<file path="src/rtl/rs_pkg.sv">
// Shared definitions for the Reed-Solomon encoder controller: default
// geometry of the RS(255,239) code and the controller state encoding.
package rs_pkg;

  localparam int W     = 8;    // symbol width in bits
  localparam int NPAR  = 16;   // parity symbols produced by the encoder (2T)
  localparam int K_MAX = 239;  // largest legal data symbols per block
  localparam int T_MAX = 8;    // largest number of kept parity pairs

  typedef enum logic [1:0] {
    IDLE   = 2'd0,
    DATA   = 2'd1,
    PARITY = 2'd2
  } state_e;

endpackage

</file>
<file path="src/rtl/rs_ctrl_oreg.sv">
// Output register of the coded symbol stream: holds a symbol until the
// consumer takes it and tells the controller when a new one may be loaded.
module rs_ctrl_oreg #(
  parameter int W = rs_pkg::W
) (
  input  logic         clk,
  input  logic         reset_n,
  input  logic         load_i,
  input  logic [W-1:0] data_i,
  input  logic         last_i,
  input  logic         out_ready_i,
  output logic         can_load_o,
  output logic         out_valid_o,
  output logic [W-1:0] out_data_o,
  output logic         out_last_o
);

  logic         valid_q;
  logic         last_q;
  logic [W-1:0] data_q;

  // A slot is free when empty or when the held symbol leaves this cycle.
  assign can_load_o = !valid_q || out_ready_i;

  // NOTE: state uses non-blocking assignments so every flop samples the
  // values from before the clock edge, independent of statement order.
  always_ff @(posedge clk or negedge reset_n) begin
    if (!reset_n) begin
      valid_q <= 1'b0;
      last_q  <= 1'b0;
      data_q  <= '0;
    end else if (load_i && can_load_o) begin
      valid_q <= 1'b1;
      last_q  <= last_i;
      data_q  <= data_i;
    end else if (out_ready_i) begin
      valid_q <= 1'b0;
      last_q  <= 1'b0;
    end
  end

  assign out_valid_o = valid_q;
  assign out_data_o  = data_q;
  assign out_last_o  = last_q;

endmodule

</file>
<file path="src/rtl/rs_ctrl.sv">
// Reed-Solomon encoder controller: streams shortened data blocks through an
// external encoder and appends punctured parity. Optional RS_CTRL_BYPASS_EN.
module rs_ctrl #(
  parameter int W     = rs_pkg::W,
  parameter int NPAR  = rs_pkg::NPAR,
  parameter int K_MAX = rs_pkg::K_MAX
) (
  input  logic         clk,
  input  logic         reset_n,
  input  logic [7:0]   cfg_k,
  input  logic [3:0]   cfg_t,
`ifdef RS_CTRL_BYPASS_EN
  input  logic         cfg_bypass,
`endif
  output logic         cfg_err,
  input  logic [W-1:0] in_data,
  input  logic         in_valid,
  output logic         in_ready,
  output logic [W-1:0] out_data,
  output logic         out_valid,
  input  logic         out_ready,
  output logic         out_last,
  output logic         enc_clr,
  output logic         enc_en,
  output logic         enc_sel,
  output logic [W-1:0] enc_din,
  input  logic [W-1:0] enc_dout
);

  import rs_pkg::state_e;
  import rs_pkg::IDLE;
  import rs_pkg::DATA;
  import rs_pkg::PARITY;
  import rs_pkg::T_MAX;

  localparam int         T_CAP_I = (NPAR / 2 < T_MAX) ? NPAR / 2 : T_MAX;
  localparam logic [3:0] T_CAP   = 4'(T_CAP_I);
  localparam logic [7:0] K_LIM   = 8'(K_MAX);

  state_e       state_q, state_d;
  logic [7:0]   cnt_q, cnt_d, cnt_nxt;
  logic [7:0]   k_q, k_d;
  logic [3:0]   t_q, t_d, t_in, t_eff;
  logic [7:0]   par_n;
  logic         armed_q;
  logic         byp_q;
  logic         cfg_ok;
  logic         can_load;
  logic         ld, ld_last;
  logic [W-1:0] ld_data;

`ifdef RS_CTRL_BYPASS_EN
  always_ff @(posedge clk or negedge reset_n) begin
    if (!reset_n)     byp_q <= 1'b0;
    else if (enc_clr) byp_q <= cfg_bypass;
  end
`else
  assign byp_q = 1'b0;
`endif

  assign cfg_ok  = (cfg_k != 8'd0) && (cfg_k <= K_LIM);
  assign t_in    = (cfg_t > T_CAP) ? T_CAP : cfg_t;
  assign t_eff   = byp_q ? 4'd0 : t_q;
  assign par_n   = {3'b000, t_eff, 1'b0};
  assign cnt_nxt = cnt_q + 8'd1;

  // NOTE: every signal written here gets a default first, so no branch can
  // leave one unassigned and infer a latch.
  always_comb begin
    state_d  = state_q;
    cnt_d    = cnt_q;
    k_d      = k_q;
    t_d      = t_q;
    cfg_err  = 1'b0;
    enc_clr  = 1'b0;
    in_ready = 1'b0;
    enc_en   = 1'b0;
    enc_sel  = 1'b0;
    enc_din  = '0;
    ld       = 1'b0;
    ld_last  = 1'b0;
    ld_data  = '0;

    case (state_q)
      IDLE: begin
        // armed_q keeps the decision quiet during and right after reset.
        if (armed_q && in_valid) begin
          if (cfg_ok) begin
            enc_clr = 1'b1;
            k_d     = cfg_k;
            t_d     = t_in;
            cnt_d   = 8'd0;
            state_d = DATA;
          end else begin
            cfg_err = 1'b1;
          end
        end
      end
      DATA: begin
        in_ready = can_load;
        if (in_valid && can_load) begin
          ld      = 1'b1;
          ld_data = in_data;
          enc_en  = !byp_q;
          enc_din = in_data;
          if (cnt_nxt == k_q) begin
            cnt_d = 8'd0;
            if (par_n == 8'd0) begin
              ld_last = 1'b1;
              state_d = IDLE;
            end else begin
              state_d = PARITY;
            end
          end else begin
            cnt_d = cnt_nxt;
          end
        end
      end
      PARITY: begin
        // Parity beyond 2*t stays in the encoder and is cleared next block.
        if (can_load) begin
          ld      = 1'b1;
          ld_data = enc_dout;
          enc_en  = 1'b1;
          enc_sel = 1'b1;
          if (cnt_nxt == par_n) begin
            ld_last = 1'b1;
            cnt_d   = 8'd0;
            state_d = IDLE;
          end else begin
            cnt_d = cnt_nxt;
          end
        end
      end
      default: state_d = IDLE;
    endcase
  end

  always_ff @(posedge clk or negedge reset_n) begin
    if (!reset_n) begin
      state_q <= IDLE;
      cnt_q   <= 8'd0;
      k_q     <= 8'd0;
      t_q     <= 4'd0;
      armed_q <= 1'b0;
    end else begin
      state_q <= state_d;
      cnt_q   <= cnt_d;
      k_q     <= k_d;
      t_q     <= t_d;
      armed_q <= 1'b1;
    end
  end

  rs_ctrl_oreg #(.W(W)) u_oreg (
    .clk         (clk),
    .reset_n     (reset_n),
    .load_i      (ld),
    .data_i      (ld_data),
    .last_i      (ld_last),
    .out_ready_i (out_ready),
    .can_load_o  (can_load),
    .out_valid_o (out_valid),
    .out_data_o  (out_data),
    .out_last_o  (out_last)
  );

endmodule
</file>
<file path="config.mk">
export PLATFORM = sky130hd
export DESIGN_NAME = rs_ctrl
export DESIGN_NICKNAME = d
export VERILOG_FILES = /design/src/rtl/rs_pkg.sv /design/src/rtl/rs_ctrl_oreg.sv /design/src/rtl/rs_ctrl.sv
export SDC_FILE = /design/constraint.sdc
export NUM_CORES = 1
export LEC_CHECK = 0
export CORE_UTILIZATION = 53
export DETAILED_ROUTE_END_ITERATION = 12
export PLACE_DENSITY = 0.86
export SYNTH_ARGS = -nofsm -noshare
export SYNTH_HDL_FRONTEND = slang
export SYNTH_SLANG_ARGS = --single-unit
export TNS_END_PERCENT = 30
</file>
<file path="constraint.sdc">
create_clock -name clk -period 7.6 [get_ports clk]
set_input_delay 1.52 -clock clk [delete_from_list [all_inputs] [get_ports clk]]
set_output_delay 1.52 -clock clk [all_outputs]
set_load 0.01 [all_outputs]
</file>
== Word level (Yosys, flattened, before mapping) ==
Index checks and enable logic that the tools add are counted.
Word-level totals
  register bits: 33
  latch bits: 0
  RAM bits: 0
  bits in read-only memories: 0
  output and inout bits: 23
  memories: 0
Cells by class
  add/subtract/negate cells: 1
  multiply operators: 0
  div/mod/pow operators: 0
  magnitude comparators: 2
  eq/ne operators: 10
  shifts and indexed selects: 0
  mux-type cells: 40
  bitwise operators: 0
  reductions and logical operators: 14
Operators by type and width (number)
  8-bit 2-to-1 mux: 9
  8-bit one-hot mux with 3 select lines: 1
  1-bit 2-to-1 mux: 18
  8-bit one-hot mux with 2 select lines: 1
  2-bit 2-to-1 mux: 7
  2-bit != test, second input constant: 6
  8-bit by 1-bit adder with 8-bit output, second input constant: 1
  8-bit by 5-bit == test with 1-bit output: 1
  8-bit == test: 1
  8-bit less-or-equal comparator, second input constant: 1
  8-bit logical NOT: 1
  8-bit nonzero test: 1
  2-bit one-hot mux with 3 select lines: 1
  6-bit AND reduction: 1
  5-bit AND reduction: 1
  4-bit > comparator, second input constant: 1
  1-bit logical AND: 4
  4-bit 2-to-1 mux: 1
  1-bit one-hot mux with 2 select lines: 2
  3-bit AND reduction: 1
  3-bit nonzero test: 1
  2-bit by 1-bit == test with 1-bit output, second input constant: 1
  2-bit == test, second input constant: 1
  2-bit logical NOT: 1
  3 further kinds: 3

== Logic depth before layout (Yosys ltp) ==
Gate-level depths: netlist of run 1.
  depth in word-level cells: 7
  depth in mapped cells: 9
  gate-level depth less buffers: 8

== By module ==
From an unflattened synthesis of run 1, not the netlist that was laid out.
Second synthesis, totals
  cells, all modules: 235
  area, all modules: 2170.8 um^2
By module, submodules not included
  rs_ctrl: instances 1, cells an instance 210, area each 1745.4 um^2, sequential area each 575.6 um^2
  rs_ctrl_oreg: instances 1, cells an instance 25, area each 425.4 um^2, sequential area each 250.2 um^2

== Worst setup path before layout of run 1 ==
Ideal clock, no wire load.
  kind: input port to output port
  start: input port out_ready
  end: output port enc_en
  data arrival time: 2701 ps
  required time: 6080 ps
  slack: 3379 ps
  stages: 6
  buffers on the path: 2
  cell sequence: nand2b_1 > and2_1 > clkbuf_1 > o21ai_0 > clkbuf_1 > inv_1
On the way
  longest elaborated chain between the ends: 4
  elaborated cells on any way between the ends: 5
  classes of those cells: mux (3); reduce/logical (2)
Ends and longest elaborated chain
  start, declared: line rs_ctrl.sv:21  | input logic out_ready,
  1-bit logical OR *: line rs_ctrl_oreg.sv:23  | assign can_load_o = !valid_q || out_ready_i;
  1-bit logical AND: line rs_ctrl.sv:101  | if (in_valid && can_load) begin
  1-bit 2-to-1 mux: line rs_ctrl.sv:101
  1-bit one-hot mux with 2 select lines *: line rs_ctrl.sv:84  | case (state_q)
  end, declared: line rs_ctrl.sv:24  | output logic enc_en,
Mark *: on every way between the ends. The rest lies on a longest branch, timed or not.

== Final worst setup path of run 1 ==
Ends and elaborated chain as after synthesis.

==> results of run 1 <==
[metal layers]
| layer | global-route usage | wire, µm |
|---|---|---|
| met3 | 0.0625 | 350 |
| met1 | 0.334 | 2320 |
| met5 | 0 | 0 |
| met2 | 0.459 | 2550 |
| met4 | 0.117 | 113 |
[placed cells by master (no fill, tap or decap), drive strengths merged, types with 2 or more instances in the layout]
cell	Yosys	final
and4	3	3
a211o	2	2
o21ai	26	26
nand3	5	5
or3b	2	2
nand2	27	27
o221ai	3	3
and2	12	12
nor2b	5	5
nor2	7	7
dfrtp	33	33
nor3	4	4
xnor2	8	8
nand4	2	2
ha	5	5
clkbuf	10	6
clkdlybuf4s50	0	54
a31oi	2	2
inv	10	10
a21oi	10	10
a221oi	2	2
mux2	10	10
nor4	6	6
xor2	4	4
nand3b	5	5
o211ai	2	2
and3	4	4
clkinv	0	2
nor3b	4	4
[synthesized netlist by cell type (2+ instances only)]
master    instances  area, µm²
dfrtp_1          33        826
nor2b_1           5       31.3
mux2_2            9        101
o221ai_1          3       26.3
o211ai_1          2       15.0
xnor2_1           8       70.1
a211o_1           2       17.5
inv_1            10       37.5
nor4_1            6       37.5
nand3b_1          5       37.5
nand3_1           5       25.0
and3_1            3       18.8
a31oi_1           2       12.5
nand4_1           2       12.5
o21ai_0          26        130
clkbuf_1          9       33.8
a21oi_1          10       50.1
nor3b_1           4       30.0
ha_1              5       62.6
nor3_1            4       20.0
buf_2             2       10.0
nand2_1          27        101
buf_4             2       15.0
and4_1            3       26.3
a221oi_1          2       17.5
nor2_1            7       26.3
buf_6             2       22.5
xor2_1            4       35.0
and2_1           11       68.8
[registers in the layout, summed over array words and instances (netlist names)]
signal              count
u_oreg.out_data_o       8
k_q                     8
t_eff                   4
u_oreg.out_last_o       1
u_oreg.out_valid_o      1
cnt_q                   8
state_q                 2
armed_q                 1
[critical path: cells and delay by family]
kind	cells	cell delay, ns
AO/OA/AOI/OAI	1	0.87
buffers and inverters	3	1.04
AND/OR/NAND/NOR	2	0.54
[metrics by stage]
stage / setup slack [ns] / power, mW / hold slack, ns / util / instances
2_1_floorplan: 3.38 / 0.512 / 0.496 / - / 238
3_5_place_dp: 2.14 / 0.652 / 0.469 / 0.705 / 325
6_report: 2.11 / 0.785 / 0.478 / 0.727 / 333
4_1_cts: 2.10 / 0.784 / 0.483 / 0.727 / 333
3_3_place_gp: 2.19 / 0.643 / 0.460 / 0.705 / 325
5_1_grt: 1.88 / 0.839 / 0.498 / 0.727 / 333
[cell type report]
class | instances | area, µm² | share of cell area
clock buffers | 6 | 72.6 | 0.0265
clock inverters | 2 | 10.0 | 0.00365
inverters | 10 | 37.5 | 0.0137
multi-input cells | 179 | 1190 | 0.433
flip-flops and latches | 33 | 826 | 0.301
well taps | 48 | 60.1 | 0.0219
repair buffers | 55 | 548 | 0.200
[logic make-up after synthesis]
group / count (synthesis)
adders and majority gates: 6
other: 1
xor gates and xnor gates: 12
and+or+nand+nor: 88
AOI/OAI and AO/OA: 62
muxes: 10
DFF: 33
buffers and inverters: 26
[power groups by stage]
stage | clock network [mW] | logic [mW] | registers [mW]
after global routing | 0.137 | 0.407 | 0.295
after CTS | 0.129 | 0.369 | 0.286
after detailed placement | 0 | 0.363 | 0.289
after global placement | 0 | 0.357 | 0.286
final | 0.127 | 0.370 | 0.288
after floorplan | 0 | 0.230 | 0.282
[worst max path at each step]
stage	end	slack [ns]	cells after the start
global placement	enc_en	2.19	6
CTS	enc_en	2.10	6
floorplan	enc_en	3.38	6
global route	enc_en	1.88	6
finish	enc_en	2.11	6
detailed placement	enc_en	2.14	6
==> out/results.tsv, run 1 <==
metric	value	unit
Syn Std Cell Area	2140	µm²
Syn Nets	275	
Clock power frac	0.162	
design internal power	0.484	mW
setup repair after global routing missed its margin	false	
post-synthesis async set-or-reset flop share	1.00	
slew margin rel.	0.282	
cts hold-fix bufs	0	
worst hold start	u_oreg.out_data_o[3]$_DFFE_PN0P_	
Period minus WS final	5.49	ns
Post-synth top flop	dfrtp_1	
# diodes	0	
largest buffer count on any clock path	2	
CP Launch Type	input port	
crit path kind	in2out	
gr ovfl total	0	
GRT Overall Usage	0.273	
Die Span X	65.6	µm
Post-Route WL	5340	µm
NetSw	0.301	mW
Comb power frac	0.472	
CP max-delay cell	o21ai_1	
First-pass DRT Iterations	4	
period utilization	0.722	
sw frac	0.384	
nets@finish	321	
worst hold endpoint	u_oreg.out_data_o[3]$_DFFE_PN0P_	
layout cells sized above 1	0.0807	
row count	22	
Max Fclk	0.182	GHz
register area share after synthesis	0.385	
RR Startpoint	cnt_q[0]$_DFFE_PN0P_	
TritonCTS Buffers	5	
Setup Buffers After CTS	0	
critical path data arrival time	3.97	ns
worst-path cell chain	clkdlybuf4s50_1, nand2b_1, and3_1, o21ai_1, inv_1, clkdlybuf4s50_1	
dpl cell area	2660	µm²
I/O pins	55	
Post-Synth Adder-Cell Area	0.0338	
Initial Utilization	0.569	
Post-CTS Resized	0	
WL/cell	16.0	µm
DRC Markers	0	
Fin Setup TNS	0	ns
Reg power frac	0.366	
Die Area	4300	µm²
Worst path most repeated cell	clkdlybuf4s50_1	
largest net degree at the start of global routing	34	
worst hold path type	reg2reg	
core area	3770	µm²
combinational family with the most area after synthesis	simple AND/OR/NAND/NOR gates	
WHS Path Cells	2	
count of maximum capacitance violations	0	
Worst EP required	6.08	ns
CP Capture Type	output pin	
Vert. Die Dim	65.6	µm
drt first-iter violations	105	
worst skew pair latency	0.29	ns
gpl congestion	0.977	
Final Skew	0.00391	ns
DR vias	1971	
Worst Tran Pin Value	1.07	ns
Synth Area in Compound Gates	0.187	
htree depth	2	
RR Endpoint	state_q[0]$_DFFE_PN0P_	
CTS sink cnt	33	
Worst VDD drop	292	µV
Post-Synthesis Cells	238	
crit path from	out_ready	
Pleak	1.10	nW
synthesized area per cell	9.01	µm²
worst r2r path cells	7	
status	finished, final reports clean	
DP Wirelength	3930	µm
area grow syn2layout	27.8	%
multiplexer share of the synthesized area	0.0543	
antenna violations before repair	0	
final-report setup violation count	0	
Post-Synth XOR/XNOR Area	0.0490	
CP max FO	20	
antenna-violating nets left	0	
first-pass GRT wire length	8820	µm
R2R setup slack	4.60	ns
endpoints failing hold	0	
PortBufs	54	
Via density	5.92	
Root Driver	clkbuf_8	
clock-pin slew on the worst setup and hold paths	0.06	ns
CTS tree	yes	
Pins Over Slew Limit	0	
synth warn	0	
Critical Path Max Stage Delay	0.87	ns
#FFs+latches synth	33	
fin area	2740	µm²
pwr dens	286	nW/µm²
vias in the first global route	1878	
simple-gate portion of the synthesized area	0.227	
EDFF count, synth	0	
Distinct cells, synth	54	
fillers	274	
Power figures use the tool's default switching activity.
==> run 2: changes to the inputs <==
--- a/config.mk
+++ b/config.mk
@@ -5,9 +5,9 @@
 export SDC_FILE = /design/constraint.sdc
 export NUM_CORES = 1
 export LEC_CHECK = 0
-export CORE_UTILIZATION = 53
+export CORE_UTILIZATION = 49
 export DETAILED_ROUTE_END_ITERATION = 12
-export PLACE_DENSITY = 0.86
+export PLACE_DENSITY = 0.8
 export SYNTH_ARGS = -nofsm -noshare
 export SYNTH_HDL_FRONTEND = slang
 export SYNTH_SLANG_ARGS = --single-unit
==> constraint.sdc (replaced) <==
create_clock -name clk -period 5.4 [get_ports clk]
set_input_delay 1.08 -clock clk [delete_from_list [all_inputs] [get_ports clk]]
set_output_delay 1.08 -clock clk [all_outputs]
set_load 0.01 [all_outputs]
==> run 2 against run 1 <==
  * Clock skew up 0.0056 ns
  * Worst setup slack got worse by 1.0 ns
  * Worst hold slack better by 0.0022 ns
  * Combinational power grew 41%
  * Routed wire length is 1.6% lower
  * Total power up 48%
  * Critical path depth down 1
  * Cell area rose by 1.6%
  * Largest cell class unchanged
==> out/results.tsv, run 2 (synthesis results as in run 1) <==
metric	value	unit	change
Die Area	4650	µm²	+7.9%
DRC Markers	0		unchanged
pwr dens	418	nW/µm²	+46%
WL/cell	15.6	µm	-2.5%
# diodes	0		unchanged
crit path kind	in2out		
CP Launch Type	input port		
Post-CTS Resized	0		unchanged
Setup Buffers After CTS	0		unchanged
Power, Total	1.16	mW	+48%
drt first-iter violations	133		+27%
GRT Overall Usage	0.257		-0.0165
period utilization	0.799		
sw frac	0.360		-0.0236
Pins Over Slew Limit	0		unchanged
CP Capture Type	output pin		
design internal power	0.745	mW	+54%
Vert. Die Dim	68.2	µm	+3.9%
PortBufs	54		unchanged
antenna violations before repair	0		unchanged
final-report setup violation count	0		unchanged
antenna-violating nets left	0		unchanged
setup repair after global routing missed its margin	false		
RR Startpoint	cnt_q[0]$_DFFE_PN0P_		
row count	23		+4.5%
fin area	2780	µm²	+1.6%
WHS Path Cells	2		unchanged
First-pass DRT Iterations	4		unchanged
dpl cell area	2670	µm²	+0.38%
I/O pins	55		unchanged
status	finished, final reports clean		
Max Fclk	0.232	GHz	
Post-Route WL	5250	µm	-1.6%
Post-Place Setup Slack	1.11	ns	-1.03 ns
Reg power frac	0.347		-0.019
DP Wirelength	3970	µm	+0.81%
worst hold endpoint	u_oreg.out_data_o[3]$_DFFE_PN0P_		
worst hold start	u_oreg.out_data_o[3]$_DFFE_PN0P_		
worst r2r path cells	7		unchanged
worst hold path type	reg2reg		
Pleak	1.12	nW	+1.6%
gpl congestion	0.913		-6.6%
WHS	0.480	ns	+0.00218 ns
setup ws final	1.08	ns	-1.03 ns
CTS sink cnt	33		unchanged
layout cells sized above 1	0.0839		+0.00321
worst skew pair latency	0.29	ns	about the same
area grow syn2layout	29.8	%	
Top Metal Used	met4		
gr ovfl total	0		unchanged
Worst EP required	4.32	ns	-1.76 ns
Final Skew	0.00951	ns	+0.00560 ns
Die Span X	68.2	µm	+3.9%
DR vias	1943		-1.4%
CTS tree	yes		
first-pass GRT wire length	8740	µm	-0.86%
count of maximum capacitance violations	0		unchanged
cts hold-fix bufs	0		unchanged
Initial Utilization	0.525		-0.0439
TritonCTS Buffers	5		unchanged
slew margin rel.	0.601		+0.319
wire length on met1	2420	µm	+4.3%
Via density	5.78		-2.3%
commonest non-fill, non-tap cell in the layout	clkdlybuf4s50_1		
largest net degree at the start of global routing	34		unchanged
Root Driver	clkbuf_8		
DR WL met3	331	µm	-5.4%
Clock power frac	0.206		+0.044
NetSw	0.420	mW	+39%
Period minus WS final	4.32	ns	
R2R setup slack	2.41	ns	-2.19 ns
Worst Tran Pin Value	0.598	ns	-0.471 ns
CP max FO	16		-20%
core area	4090	µm²	+8.4%
htree depth	2		unchanged
RR Endpoint	state_q[0]$_DFFE_PN0P_		
met2 WL	2470	µm	-3.3%
critical path data arrival time	3.24	ns	-0.73 ns
commonest cells after routing, fill and taps aside	clkdlybuf4s50_1, dfrtp_1, nand2_1, o21ai_0, and2_1		
Worst VDD drop	281	µV	-3.9%
Fin Setup TNS	0	ns	unchanged
clock-pin slew on the worst setup and hold paths	0.07	ns	about the same
endpoints failing hold	0		unchanged
largest buffer count on any clock path	2		unchanged
vias in the first global route	1863		-0.80%
nets@finish	322		+0.31%
Comb power frac	0.447		-0.025
run 2: changes by cell type in the layout (fill, tap and decap cells not counted):
cell       previous run  this run
clkbuf_8              5         6
clkinv_2              2         0
bufinv_16             0         1
buf_4                 1         2
run 2: layer usage:
metal,GRT usage,vias to the layer above
met5,0,-
met4,0.0469,0
met3,0.0583,3
met2,0.438,80
met1,0.333,901
li1,-,959
run 2: layout make-up:
cell class | count | area, µm²
Inverter | 10 | 37.5
Clock inverter | 1 | 30.0
Timing Repair Buffer | 56 | 556
Sequential cell | 33 | 826
Tap cell | 50 | 62.6
Fill cell | 345 | 1300
Multi-Input combinational cell | 179 | 1190
Clock buffer | 7 | 86.3
run 2: stage by stage:
step                utilization  instances
floorplan                     -        238
CTS                       0.681        336
detailed placement        0.653        328
global route              0.681        336
finish                    0.681        336
global placement          0.653        328
run 2: critical path, stage by stage:
cell	delay, ns
clkdlybuf4s50_1	0.44
and4_1	0.23
a21oi_1	0.21
and4_1	0.62
clkdlybuf4s50_1	0.65
run 2: how the worst max path moves through the flow:
stage	startpoint	endpoint	cells past startpoint
after floorplan	out_ready	enc_en	6
after global placement	cfg_k[7]	enc_clr	5
after detailed placement	cfg_k[7]	enc_clr	5
after CTS	cfg_k[7]	enc_clr	5
after global routing	cfg_k[7]	enc_clr	5
final	cfg_k[7]	enc_clr	5
run 2: power by group through the flow:
stage	clock, mW	sequential [mW]	combinational [mW]
final	0.239	0.404	0.521
after global routing	0.251	0.416	0.578
after CTS	0.242	0.405	0.523
after detailed placement	0	0.408	0.516
after global placement	0	0.407	0.510
after floorplan	0	0.398	0.323
